$ cat src/rtl/if_sched_pkg.sv
// Shared definitions for the integrate-and-fire neuron scheduler.
// Contents:
//   sched_state_e   : sweep FSM states (IDLE, READ, UPDATE, DONE)
//   DEF_*           : default parameter values
//   idx_width()     : width of the neuron index register
//   refrac_width()  : width of a refractory down-counter
package if_sched_pkg;

  typedef enum logic [1:0] {
    S_IDLE   = 2'd0,
    S_READ   = 2'd1,
    S_UPDATE = 2'd2,
    S_DONE   = 2'd3
  } sched_state_e;

  localparam int DEF_N_NEURONS    = 4;
  localparam int DEF_WIDTH        = 8;
  localparam int DEF_THRESHOLD    = 200;
  localparam int DEF_REFRAC_TICKS = 2;

  function automatic int idx_width(input int n);
    return (n <= 2) ? 1 : $clog2(n);
  endfunction

  // A zero refractory period still needs a 1-bit counter to keep ports legal.
  function automatic int refrac_width(input int ticks);
    return (ticks <= 1) ? 1 : $clog2(ticks + 1);
  endfunction

endpackage

$ cat src/rtl/if_update_unit.sv
// Combinational integrate-and-fire update for one neuron.
// Ports:
//   i_state       : committed membrane state
//   i_current     : input current for this sweep
//   i_refrac      : remaining refractory sweeps
//   o_next_state  : membrane state to write back
//   o_next_refrac : refractory count to write back
//   o_spike       : neuron fires this sweep
module if_update_unit
  import if_sched_pkg::*;
#(
  parameter int WIDTH        = DEF_WIDTH,
  parameter int THRESHOLD    = DEF_THRESHOLD,
  parameter int REFRAC_TICKS = DEF_REFRAC_TICKS,
  parameter int RW           = refrac_width(DEF_REFRAC_TICKS)
) (
  input  logic [WIDTH-1:0] i_state,
  input  logic [WIDTH-1:0] i_current,
  input  logic [RW-1:0]    i_refrac,
  output logic [WIDTH-1:0] o_next_state,
  output logic [RW-1:0]    o_next_refrac,
  output logic             o_spike
);

  localparam logic [WIDTH:0] THR    = (WIDTH+1)'(THRESHOLD);
  localparam logic [RW-1:0]  REFRAC = RW'(REFRAC_TICKS);

  // One extra bit so state + current never wraps before the compare.
  logic [WIDTH:0] w_sum;
  assign w_sum = {1'b0, i_state} + {1'b0, i_current};

  always_comb begin
    o_next_state  = w_sum[WIDTH-1:0];
    o_next_refrac = '0;
    o_spike       = 1'b0;
    if (i_refrac != '0) begin
      o_next_state  = '0;
      o_next_refrac = i_refrac - 1'b1;
    end else if (w_sum >= THR) begin
      o_next_state  = '0;
      o_next_refrac = REFRAC;
      o_spike       = 1'b1;
    end
  end

endmodule

$ cat src/rtl/if_neuron_scheduler.sv
// Time-multiplexed integrate-and-fire scheduler: one update datapath swept
// across N_NEURONS virtual neurons held in a local register file.
// Ports:
//   clk, rst   : clock (rising edge), asynchronous active-high reset
//   tick       : single-cycle sweep request
//   current    : per-neuron currents, neuron i at current[i*WIDTH +: WIDTH]
//   sel        : neuron whose committed state drives state_out
//   busy       : sweep in progress (FSM not IDLE)
//   done       : one-cycle pulse when a sweep's spikes are published
//   spikes     : spike vector of the last completed sweep
//   state_out  : committed membrane state of neuron sel
//   overrun    : sticky, a tick arrived while busy and was dropped
//   dbg_state  : current FSM state
//
// Handshake: tick is a request without ready. It is accepted only when the
// FSM is IDLE; any tick seen in READ/UPDATE/DONE is discarded and sets
// overrun. The currents are captured on the accepting edge, so later changes
// on current do not affect the running sweep.
module if_neuron_scheduler
  import if_sched_pkg::*;
#(
  parameter int N_NEURONS    = DEF_N_NEURONS,
  parameter int WIDTH        = DEF_WIDTH,
  parameter int THRESHOLD    = DEF_THRESHOLD,
  parameter int REFRAC_TICKS = DEF_REFRAC_TICKS
) (
  input  logic                         clk,
  input  logic                         rst,
  input  logic                         tick,
  input  logic [N_NEURONS*WIDTH-1:0]   current,
  input  logic [$clog2(N_NEURONS)-1:0] sel,
  output logic                         busy,
  output logic                         done,
  output logic [N_NEURONS-1:0]         spikes,
  output logic [WIDTH-1:0]             state_out,
  output logic                         overrun,
  output sched_state_e                 dbg_state
);

  localparam int IW = idx_width(N_NEURONS);
  localparam int RW = refrac_width(REFRAC_TICKS);

  sched_state_e         r_fsm;
  logic [IW-1:0]        r_idx;
  logic [WIDTH-1:0]     r_state_mem  [N_NEURONS];
  logic [RW-1:0]        r_refrac_mem [N_NEURONS];
  logic [WIDTH-1:0]     r_shadow     [N_NEURONS];
  logic [WIDTH-1:0]     r_cur_state;
  logic [RW-1:0]        r_cur_refrac;
  logic [WIDTH-1:0]     r_cur_current;
  logic [N_NEURONS-1:0] r_work;
  logic [N_NEURONS-1:0] r_spikes;
  logic                 r_done;
  logic                 r_overrun;

  logic [WIDTH-1:0]     w_next_state;
  logic [RW-1:0]        w_next_refrac;
  logic                 w_spike;

  if_update_unit #(
    .WIDTH        (WIDTH),
    .THRESHOLD    (THRESHOLD),
    .REFRAC_TICKS (REFRAC_TICKS),
    .RW           (RW)
  ) u_update (
    .i_state       (r_cur_state),
    .i_current     (r_cur_current),
    .i_refrac      (r_cur_refrac),
    .o_next_state  (w_next_state),
    .o_next_refrac (w_next_refrac),
    .o_spike       (w_spike)
  );

  always_ff @(posedge clk or posedge rst) begin
    if (rst) begin
      r_fsm         <= S_IDLE;
      r_idx         <= '0;
      r_cur_state   <= '0;
      r_cur_refrac  <= '0;
      r_cur_current <= '0;
      r_work        <= '0;
      r_spikes      <= '0;
      r_done        <= 1'b0;
      r_overrun     <= 1'b0;
      for (int i = 0; i < N_NEURONS; i++) begin
        r_state_mem[i]  <= '0;
        r_refrac_mem[i] <= '0;
        r_shadow[i]     <= '0;
      end
    end else begin
      r_done <= 1'b0;
      if (tick && (r_fsm != S_IDLE)) r_overrun <= 1'b1;
      case (r_fsm)
        S_IDLE: begin
          if (tick) begin
            for (int i = 0; i < N_NEURONS; i++) begin
              r_shadow[i] <= current[i*WIDTH +: WIDTH];
            end
            r_idx  <= '0;
            r_work <= '0;
            r_fsm  <= S_READ;
          end
        end
        S_READ: begin
          r_cur_state   <= r_state_mem[r_idx];
          r_cur_refrac  <= r_refrac_mem[r_idx];
          r_cur_current <= r_shadow[r_idx];
          r_fsm         <= S_UPDATE;
        end
        S_UPDATE: begin
          r_state_mem[r_idx]  <= w_next_state;
          r_refrac_mem[r_idx] <= w_next_refrac;
          r_work[r_idx]       <= w_spike;
          if (r_idx == IW'(N_NEURONS - 1)) begin
            r_fsm <= S_DONE;
          end else begin
            r_idx <= r_idx + 1'b1;
            r_fsm <= S_READ;
          end
        end
        S_DONE: begin
          // Spikes and done are published together on the edge leaving DONE.
          r_spikes <= r_work;
          r_done   <= 1'b1;
          r_fsm    <= S_IDLE;
        end
        default: r_fsm <= S_IDLE;
      endcase
    end
  end

  assign busy      = (r_fsm != S_IDLE);
  assign done      = r_done;
  assign spikes    = r_spikes;
  assign overrun   = r_overrun;
  assign state_out = r_state_mem[sel];
  assign dbg_state = r_fsm;

endmodule

$ cat config.mk
export PLATFORM = sky130hd
export DESIGN_NAME = if_neuron_scheduler
export DESIGN_NICKNAME = d
export VERILOG_FILES = /design/src/rtl/if_sched_pkg.sv /design/src/rtl/if_update_unit.sv /design/src/rtl/if_neuron_scheduler.sv
export SDC_FILE = /design/constraint.sdc
export NUM_CORES = 1
export LEC_CHECK = 0
export ABC_CLOCK_PERIOD_IN_PS = 5200
export BUFFER_PORTS_ARGS = -buffer_cell sky130_fd_sc_hd__buf_4
export CAP_MARGIN = 40
export CORE_ASPECT_RATIO = 1.25
export CORE_MARGIN = 5
export CORE_UTILIZATION = 28
export DETAILED_ROUTE_END_ITERATION = 7
export PLACE_DENSITY = 0.44
export RECOVER_POWER = 100
export SYNTH_ARGS = -nofsm -noshare
export SYNTH_HDL_FRONTEND = slang
export SYNTH_SLANG_ARGS = --single-unit
$ cat constraint.sdc
create_clock -name clk -period 5.2 [get_ports clk]
set_input_delay 0.26 -clock clk [delete_from_list [all_inputs] [get_ports clk]]
set_output_delay 0.26 -clock clk [all_outputs]
set_load 0.03 [all_outputs]
Word level (Yosys, flattened, before mapping)
Index checks and enable logic that the tools add are counted.
Widths: inputs -> output; s select.
Word-level totals
  bits in registers: 104
  input port bits: 37
  output and inout bits: 17
Cells by class
  $add $sub $neg: 3
  $lt $le $gt $ge: 6
  eq/ne operators: 6
  muxes and demuxes: 36
  bitwise operators: 2
  reductions and logical operators: 10
Operator list (count)
  $mux 8: 9
  $bmux 8 s2: 3
  $bwmux 32: 1
  $mux 2: 9
  $demux 8 s2: 1
  $add 8x8->9: 1
  $ge 9x8->1 const B: 1
  $bwmux 8: 1
  $pmux 2 s4: 1
  $pmux 4 s2: 1
  $eq 2x2->1 const B: 3
  $ge 3x3->1 const B: 2
  $not 2->3: 2
  $reduce_bool 2->1: 3
  $bmux 2 s2: 1
  $bwmux 4: 1
  $demux 2 s2: 1
  $mux 1: 4
  $mux 4: 1
  $ne 2x2->1 const B: 2
  $pmux 2 s2: 1
  $reduce_and 2->1: 2
  $logic_and 1x1->1: 3
  $lt 2x3->1 const B: 1
  other kinds (8): 8

Depth between registers and ports, before layout
Gate-level depths: netlist of run 1.
  depth in word-level cells: 6
  gate-level depth with buffers: 10

By module
Synthesis of run 1 repeated with hierarchy kept, for this count alone.
Second synthesis, totals
  cells, all modules: 390
  area, all modules: 5193.7 um^2
Modules (own cells, without submodules)
  if_neuron_scheduler: times used 1, cells an instance 322, area an instance 4660.7 um^2
  if_update_unit: times used 1, cells an instance 68, area an instance 533.0 um^2

Worst setup path after synthesis of run 1
OpenSTA, ideal clock, no wires.
  path type: reg2reg
  from: reg r_cur_state[0]
  to: reg r_state_mem[11] (netlist name)
  setup time: 0.096 ns
  arrival time: 2.402 ns
  data required time: 5.104 ns
  setup slack: 2.703 ns
  cell stages (with the launch flop): 11
  buffers on the path: 2
  period minus slack after synthesis: 2.497 ns
  cell sequence: dfrtp_1 -> ha_1 -> fa_1 -> a211oi_4 -> o211ai_1 -> a21oi_2 -> and2_1 -> a21bo_1 -> buf_6 -> buf_6 -> o31ai_1
On the way
  cells in the longest elaborated chain, start to end: 5
RTL lines
  start, declared: RTL line if_neuron_scheduler.sv:48  | logic [WIDTH-1:0] r_cur_state;
  start signal, assigned: RTL line if_neuron_scheduler.sv:105  | r_cur_state <= r_state_mem[r_idx];
  $add 8x8->9 (*): RTL line if_update_unit.sv:30  | assign w_sum = {1'b0, i_state} + {1'b0, i_current};
  $ge 9x8->1: RTL line if_update_unit.sv:39  | end else if (w_sum >= THR) begin
  $mux 8 (*): RTL line if_update_unit.sv:39
  $mux 8 (*): RTL line if_update_unit.sv:36  | if (i_refrac != '0) begin
  $bwmux 32 (*): RTL line if_neuron_scheduler.sv:111  | r_state_mem[r_idx] <= w_next_state;
  end signal, assigned by index: RTL line if_neuron_scheduler.sv:111
  end, declared: RTL line if_neuron_scheduler.sv:45  | logic [WIDTH-1:0] r_state_mem [N_NEURONS];
Every way passes the cells marked *; elsewhere a longest branch is shown, timed or not.
A chain may end at the register's enable or synchronous reset.

Worst setup path in the final report of run 1
  from: reg r_idx[0]
  to: reg r_work[0]
On the way
  cells in the longest elaborated chain, start to end: 6
RTL lines
  start, declared: RTL line if_neuron_scheduler.sv:44  | logic [IW-1:0] r_idx;
  start signal, assigned: RTL line if_neuron_scheduler.sv:117  | r_idx <= r_idx + 1'b1;
  $lt 2x3->1 (implied by the code) / $ge 2x1->1 (equally long branches): RTL line if_neuron_scheduler.sv:113  | r_work[r_idx] <= w_spike;
  $logic_and 1x1->1 (implied by the code): RTL line if_neuron_scheduler.sv:113
  $mux 1 (implied by the code): RTL line if_neuron_scheduler.sv:113
  $demux 1 s2 (*): RTL line if_neuron_scheduler.sv:113
  $bwmux 4 (*): RTL line if_neuron_scheduler.sv:113
  $pmux 4 s2 (*): RTL line if_neuron_scheduler.sv:93  | case (r_fsm)
  end signal, assigned by index: RTL line if_neuron_scheduler.sv:113
  end, declared: RTL line if_neuron_scheduler.sv:51  | logic [N_NEURONS-1:0] r_work;
Marked as above.

==> metrics, run 1 <==
status=complete, but fails checks; failing checks=max-capacitance violations, max-slew violations; startpoint types=flip-flop; gr ovfl total=0; critical path type=flip-flop to flip-flop; minimum clock period=3244 ps; wire length of the first global-routing pass=18.97 mm; area grow syn2layout=17.05%; Maximum Capacitance Violations=2; post-synth design cell area=about 5000 um^2; hold path cells=2; vias in the first global route=3408; ys flop type=dfrtp_1; Tot Pwr=0.003852 W; Root Driver=clkbuf_16; # hold bufs at CTS=0; r2r worst-path depth=7; initial antenna violation count=0; top cells by count, synth=dfrtp_1 (104), nand2_1 (54), mux2_2 (50), o21ai_0 (31), mux4_2 (26); WL per Instance=around 17 um; register area share after synthesis=0.5199; Worst Path Max Fanout=19; hpwl dp=8.122 mm; CTS tree=built; setup violators final=0; design area=5859 um^2; CP required=5420 ps; vias=3314; DP Area=roughly 5700 um^2; Port Buffers=53; core region area=about 17000 um^2; # clock sinks=104; Synth area leaders=dfrtp_1 (52%), mux4_2 (12%), mux2_2 (11%); GRT Util Overall=0.1186; largest net degree at the start of global routing=56; Unique masters post-synth=38; pwr dens=657.3 nW/um^2; placed cells=659; Die Area=between 20000 and 25000 um^2; post_cts resized=0; die width=129.6 um; clk buf depth=2; Tightest Pin Transition=between 2000 and 2500 ps; Final Hold Viols=0; floorplan row count=54; post-synth top area cell=dfrtp_1; top cell type's share of synthesized area=0.5199; # H-tree levels=3; TNS Setup=0 ps; die height=159.5 um; Hold WC Path Type=primary input to flip-flop; unrepaired setup endpoints after global routing=false; DRC errors left=0; later-pin clock latency in the skew report=350 ps; Post-synth ARST share=1.000; Post-synth EDFFs=0; Post-Syn Nets=445; most common cell in the netlist=dfrtp_1; syn_area_per_cell=about 13 um^2; initial DRC count=224; Lkg Pwr=about 2.4 nW; Arr. time, crit path=3470 ps; Post-CTS Setup Bufs=0; Via density=4.910; antenna diode count=0; Initial Utilization=0.2861; Worst Skew=9.495 ps; Rel. slew slack=-0.5189; f_max=0.3082 GHz; fin nets=496; Place WS=2139 ps; VDD IR max=0.0002312 V; CP endpoint kind=flip-flop; Worst-path clk slew=70 ps; First-pass DRT Iterations=4; share of layout cells above drive strength 1=0.3016; antenna viol nets, final=0; GPL Wtd Cong=0.7822; period utilization=0.6239; # IOs=54; Post-Layout Cell Count=675; Yosys reg bits=104; YS warnings=0; Total Routed Length=about 12 mm; Max Slew Vio Count=80; final worst slack=around 2000 ps; total CTS buffers=9; Cells after Synth=395
placed cells by master (no fill, tap or decap), types with 3 or more instances in the layout:
cell type / n
and2_1: 4
o21ai_0: 31
clkinvlp_4: 3
xnor2_1: 4
mux2_2: 50
mux4_2: 26
nand2_1: 54
a21oi_1: 10
a31oi_1: 10
clkbuf_16: 9
inv_1: 10
nor2_1: 10
dfrtp_1: 104
clkbuf_1: 19
nand2b_1: 3
buf_4: 36
o31ai_1: 20
nand3_1: 3
ha_1: 12
metrics by stage:
step                        util  hold slack [ps]
after floorplan                -            376.9
after global placement    0.3213            399.0
after detailed placement  0.3240            405.6
after CTS                 0.3414            20.60
after global routing      0.3348            116.0
final                     0.3348            126.1
critical path: stages, from the launching register on:
cell	delay (ps)
dfrtp_1	740
clkbuf_1	910
inv_1	240
ha_1	300
nand2_1	580
o21ai_0	170
o21ai_0	110
a31oi_1	60
final cells by class:
type,instances,area (um^2)
Fill cell,1768,11640
Sequential cell,104,2603
Multi-Input combinational cell,262,2248
Timing Repair Buffer,58,381.6
Tap cell,224,280.3
Clock buffer,9,225.2
Clock inverter,7,78.83
Inverter,11,42.54
worst paths after layout:
| check | start | slack, ps | end |
|---|---|---|---|
| max | r_idx[0] | 1960 | r_work[0] |
| min | tick | 130 | overrun |
| max reg2reg | r_idx[0] | 1960 | r_work[0] |
| min in group asynchronous | rst | 510 | overrun |
| min reg2reg | overrun | 460 | overrun |
| max in group asynchronous | rst | 2510 | r_state_mem[20] |
power breakdown:
part / switching, W / leakage, nW / internal (W) / total [W]
logic: 0.000992 / 1.00 / 0.000757 / 0.00175
clock network: 0.000320 / 0.139 / 0.000378 / 0.000698
registers: 0.000241 / 1.31 / 0.00116 / 0.00141
total: 0.00155 / 2.45 / 0.00230 / 0.00385
logic make-up after synthesis:
family | after synthesis | share of synthesized area
AOI/OAI and AO/OA | 84 | 0.1065
muxes | 76 | 0.2294
DFF | 104 | 0.5199
adders and majority gates | 13 | 0.03399
and+or+nand+nor | 83 | 0.07123
xor gates and xnor gates | 6 | 0.01200
buffers and inverters | 29 | 0.02699
flip-flops by register name, summed over array words and instances (netlist names):
name           count
overrun            1
r_shadow          32
dbg_state          2
r_cur_refrac       2
r_cur_current      8
r_work             4
r_idx              2
r_cur_state        8
done               1
r_state_mem       32
spikes             4
r_refrac_mem       8
layer usage:
layer  global-route usage  vias to the layer above  routed length, um
met5                    0                        -                  0
met4              0.05388                        0                243
met3              0.01879                       16                450
met2               0.1762                       80               5368
met1               0.1692                     1671               5595
li1                     -                     1547                  -
(Power assumes the default switching activity.)
==> run 2, diff against run 1 <==
--- a/config.mk
+++ b/config.mk
@@ -5,7 +5,7 @@
 export SDC_FILE = /design/constraint.sdc
 export NUM_CORES = 1
 export LEC_CHECK = 0
-export ABC_CLOCK_PERIOD_IN_PS = 5200
+export ABC_CLOCK_PERIOD_IN_PS = 3400
 export BUFFER_PORTS_ARGS = -buffer_cell sky130_fd_sc_hd__buf_4
 export CAP_MARGIN = 40
 export CORE_ASPECT_RATIO = 1.25
==> constraint.sdc (replaced) <==
create_clock -name clk -period 3.4 [get_ports clk]
set_input_delay 0.17 -clock clk [delete_from_list [all_inputs] [get_ports clk]]
set_output_delay 0.17 -clock clk [all_outputs]
set_load 0.03 [all_outputs]
==> run 2 against run 1 <==
  * The run still ends with max-capacitance violations, max-slew violations left
  * Clock skew decreased by 0.76 ps
  * Count of clock-buffer cells in the layout increased by 1
  * Via count about the same
  * Worst hold slack got worse by 94 ps
  * Register-to-register slack got worse by 1500 ps
  * Final area increased by 1.0%
  * Combinational power increased by 57%
  * Utilization increased by 0.34 points
  * Wire length decreased by 1.1%
  * Sequential share of layout area decreased by 0.44 points
  * Largest cell class unchanged
  * Global-route usage about the same
==> metrics, run 2 (same netlist as run 1, synthesis figures left out) <==
Final Hold Viols=0; status=complete, but fails checks; largest net degree at the start of global routing=60; f_max=0.3395 GHz; Largest delay share family, worst path=buffers and inverters; Tightest Pin Transition=1685 ps; wire length of the first global-routing pass=19.02 mm; highest metal used=met4; Maximum Capacitance Violations=2; unrepaired setup endpoints after global routing=false; Worst path max stage delay=810 ps; vias in the first global route=3514; met3 WL=500 um; FF-to-FF Start=r_idx[0]; Rel. slew slack=-0.1230; # clock sinks=104; Reg area=2603 um^2; Worst Path Max Fanout=19; hold path start=tick; Tot Pwr=0.005958 W; Lkg Pwr=around 2.5 nW; setup violators final=0; most frequent cells in the layout=dfrtp_1 (104), nand2_1 (54), mux2_2 (50); First-pass DRT Iterations=5; total CTS buffers=9; Arr. time, crit path=3170 ps; minimum clock period=2945 ps; WHS Endpoint=overrun; GPL Wtd Cong=0.7844; Place WS=~550 ps; met2 routed WL=around 5.5 mm; startpoint types=flip-flop; antenna viol nets, final=0; critical path type=flip-flop to flip-flop; floorplan row count=54; CP Cell Sequence=clkbuf_1 -> inv_1 -> ha_1 -> nand2_1 -> clkbuf_1 -> o21ai_0 -> o21ai_0 -> a31oi_1; TNS Setup=0 ps; pwr dens=1007 nW/um^2; core region area=approximately 17000 um^2; area grow syn2layout=18.22%; # H-tree levels=3; Max Slew Vio Count=92; Sw Ratio=0.3994; final worst slack=454.7 ps; CTS tree=built; Worst-path clk slew=approximately 70 ps; hold path cells=2; Filler cells=1762; placed cells=between 600 and 700; Hold WC Path Type=primary input to flip-flop; initial antenna violation count=0; part of the power in registers=0.358; Reg2Reg Capture Point=r_work[0]; multi-input logic area=2265 um^2; fin nets=505; initial DRC count=between 150 and 200; fraction of power consumed by the clock network=0.183; CP endpoint kind=flip-flop; gr ovfl total=0; CP required=between 3000 and 4000 ps; Root Driver=clkbuf_16; later-pin clock latency in the skew report=~360 ps; hpwl dp=approximately 8.3 mm; Post-Layout Cell Count=roughly 680; antenna diode count=0; post-layout util=0.3382; clk buf depth=2; VDD IR max=0.0003090 V; Initial Utilization=0.2861; Port Buffers=53; Total Routed Length=11.52 mm; CP max stage cell=clkbuf_1; failing checks=max-capacitance violations, max-slew violations; r2r worst-path depth=8; Int Power=0.003578 W; GRT Util Overall=0.1186; period utilization=0.8663; DRC errors left=0; share of layout cells above drive strength 1=0.3065; Metal-1 WL=about 5.3 mm; commonest non-fill, non-tap cell in the layout=dfrtp_1; Die Area=20670 um^2; Top Registers=r_shadow: 32 flops, r_state_mem: 32 flops; path length in cells of the critical path=8; worst path buffer plus inverter count=3; combinational power share=0.459; Via density=4.841; vias=approximately 3300; switching power=0.002379 W; die height=159.5 um; internal reg-to-reg setup slack=450 ps; Worst Skew=between 8 and 9 ps; die width=~130 um; WL per Instance=16.85 um; # IOs=54
run 2: cell count changes in the layout (fill, tap and decap cells not counted), sizes merged:
cell	previous run	this run
clkinv	1	2
buf	37	40
dlygate4sd3	0	1
clkbuf	30	36
clkinvlp	4	2
run 2: how the worst max path moves through the flow:
stage | from | to | slack [ps]
2_1_floorplan | rst | dbg_state[0] | 500
3_3_place_gp | r_cur_state[0] | r_state_mem[21] | 620
3_5_place_dp | r_cur_state[0] | r_state_mem[29] | 550
4_1_cts | r_cur_state[0] | r_state_mem[29] | 540
5_1_grt | r_idx[0] | r_work[0] | 120
6_report | r_idx[0] | r_work[0] | 450
run 2: power groups by stage:
stage	clock (W)	sequential, W	combinational (W)
floorplan	0	0.00210	0.00215
global placement	0	0.00213	0.00284
detailed placement	0	0.00217	0.00288
CTS	0.00113	0.00214	0.00289
finish	0.00109	0.00213	0.00274
global route	0.00117	0.00221	0.00303
run 2: final cells by class:
cell class	count	share of cell area
flip-flops and latches	104	0.4397
multi-input cells	262	0.3827
inverters	11	0.007188
clock buffers	10	0.04038
clock inverters	6	0.01268
well taps	224	0.04736
repair buffers	67	0.06998
run 2: repair_timing:
action,4_1_cts,5_1_grt
endpoints found under the hold margin,17,0
endpoints found under the setup margin,0,0
buffers inserted,0,0
resized for setup,0,0
hold buffers,1,0
run 2: metal layers:
metal	vias to the layer above	global-route usage
met4	0	0.05246
met3	13	0.02148
met5	-	0
li1	1572	-
met2	72	0.1821
met1	1654	0.1632
run 2: stage by stage:
step | hold slack, ps | instance area, um^2
finish | 32.11 | 5918
global route | 22.32 | 5918
CTS | 19.07 | 6055
detailed placement | 100.1 | 5731
global placement | 385.6 | 5683
floorplan | 286.9 | 5006
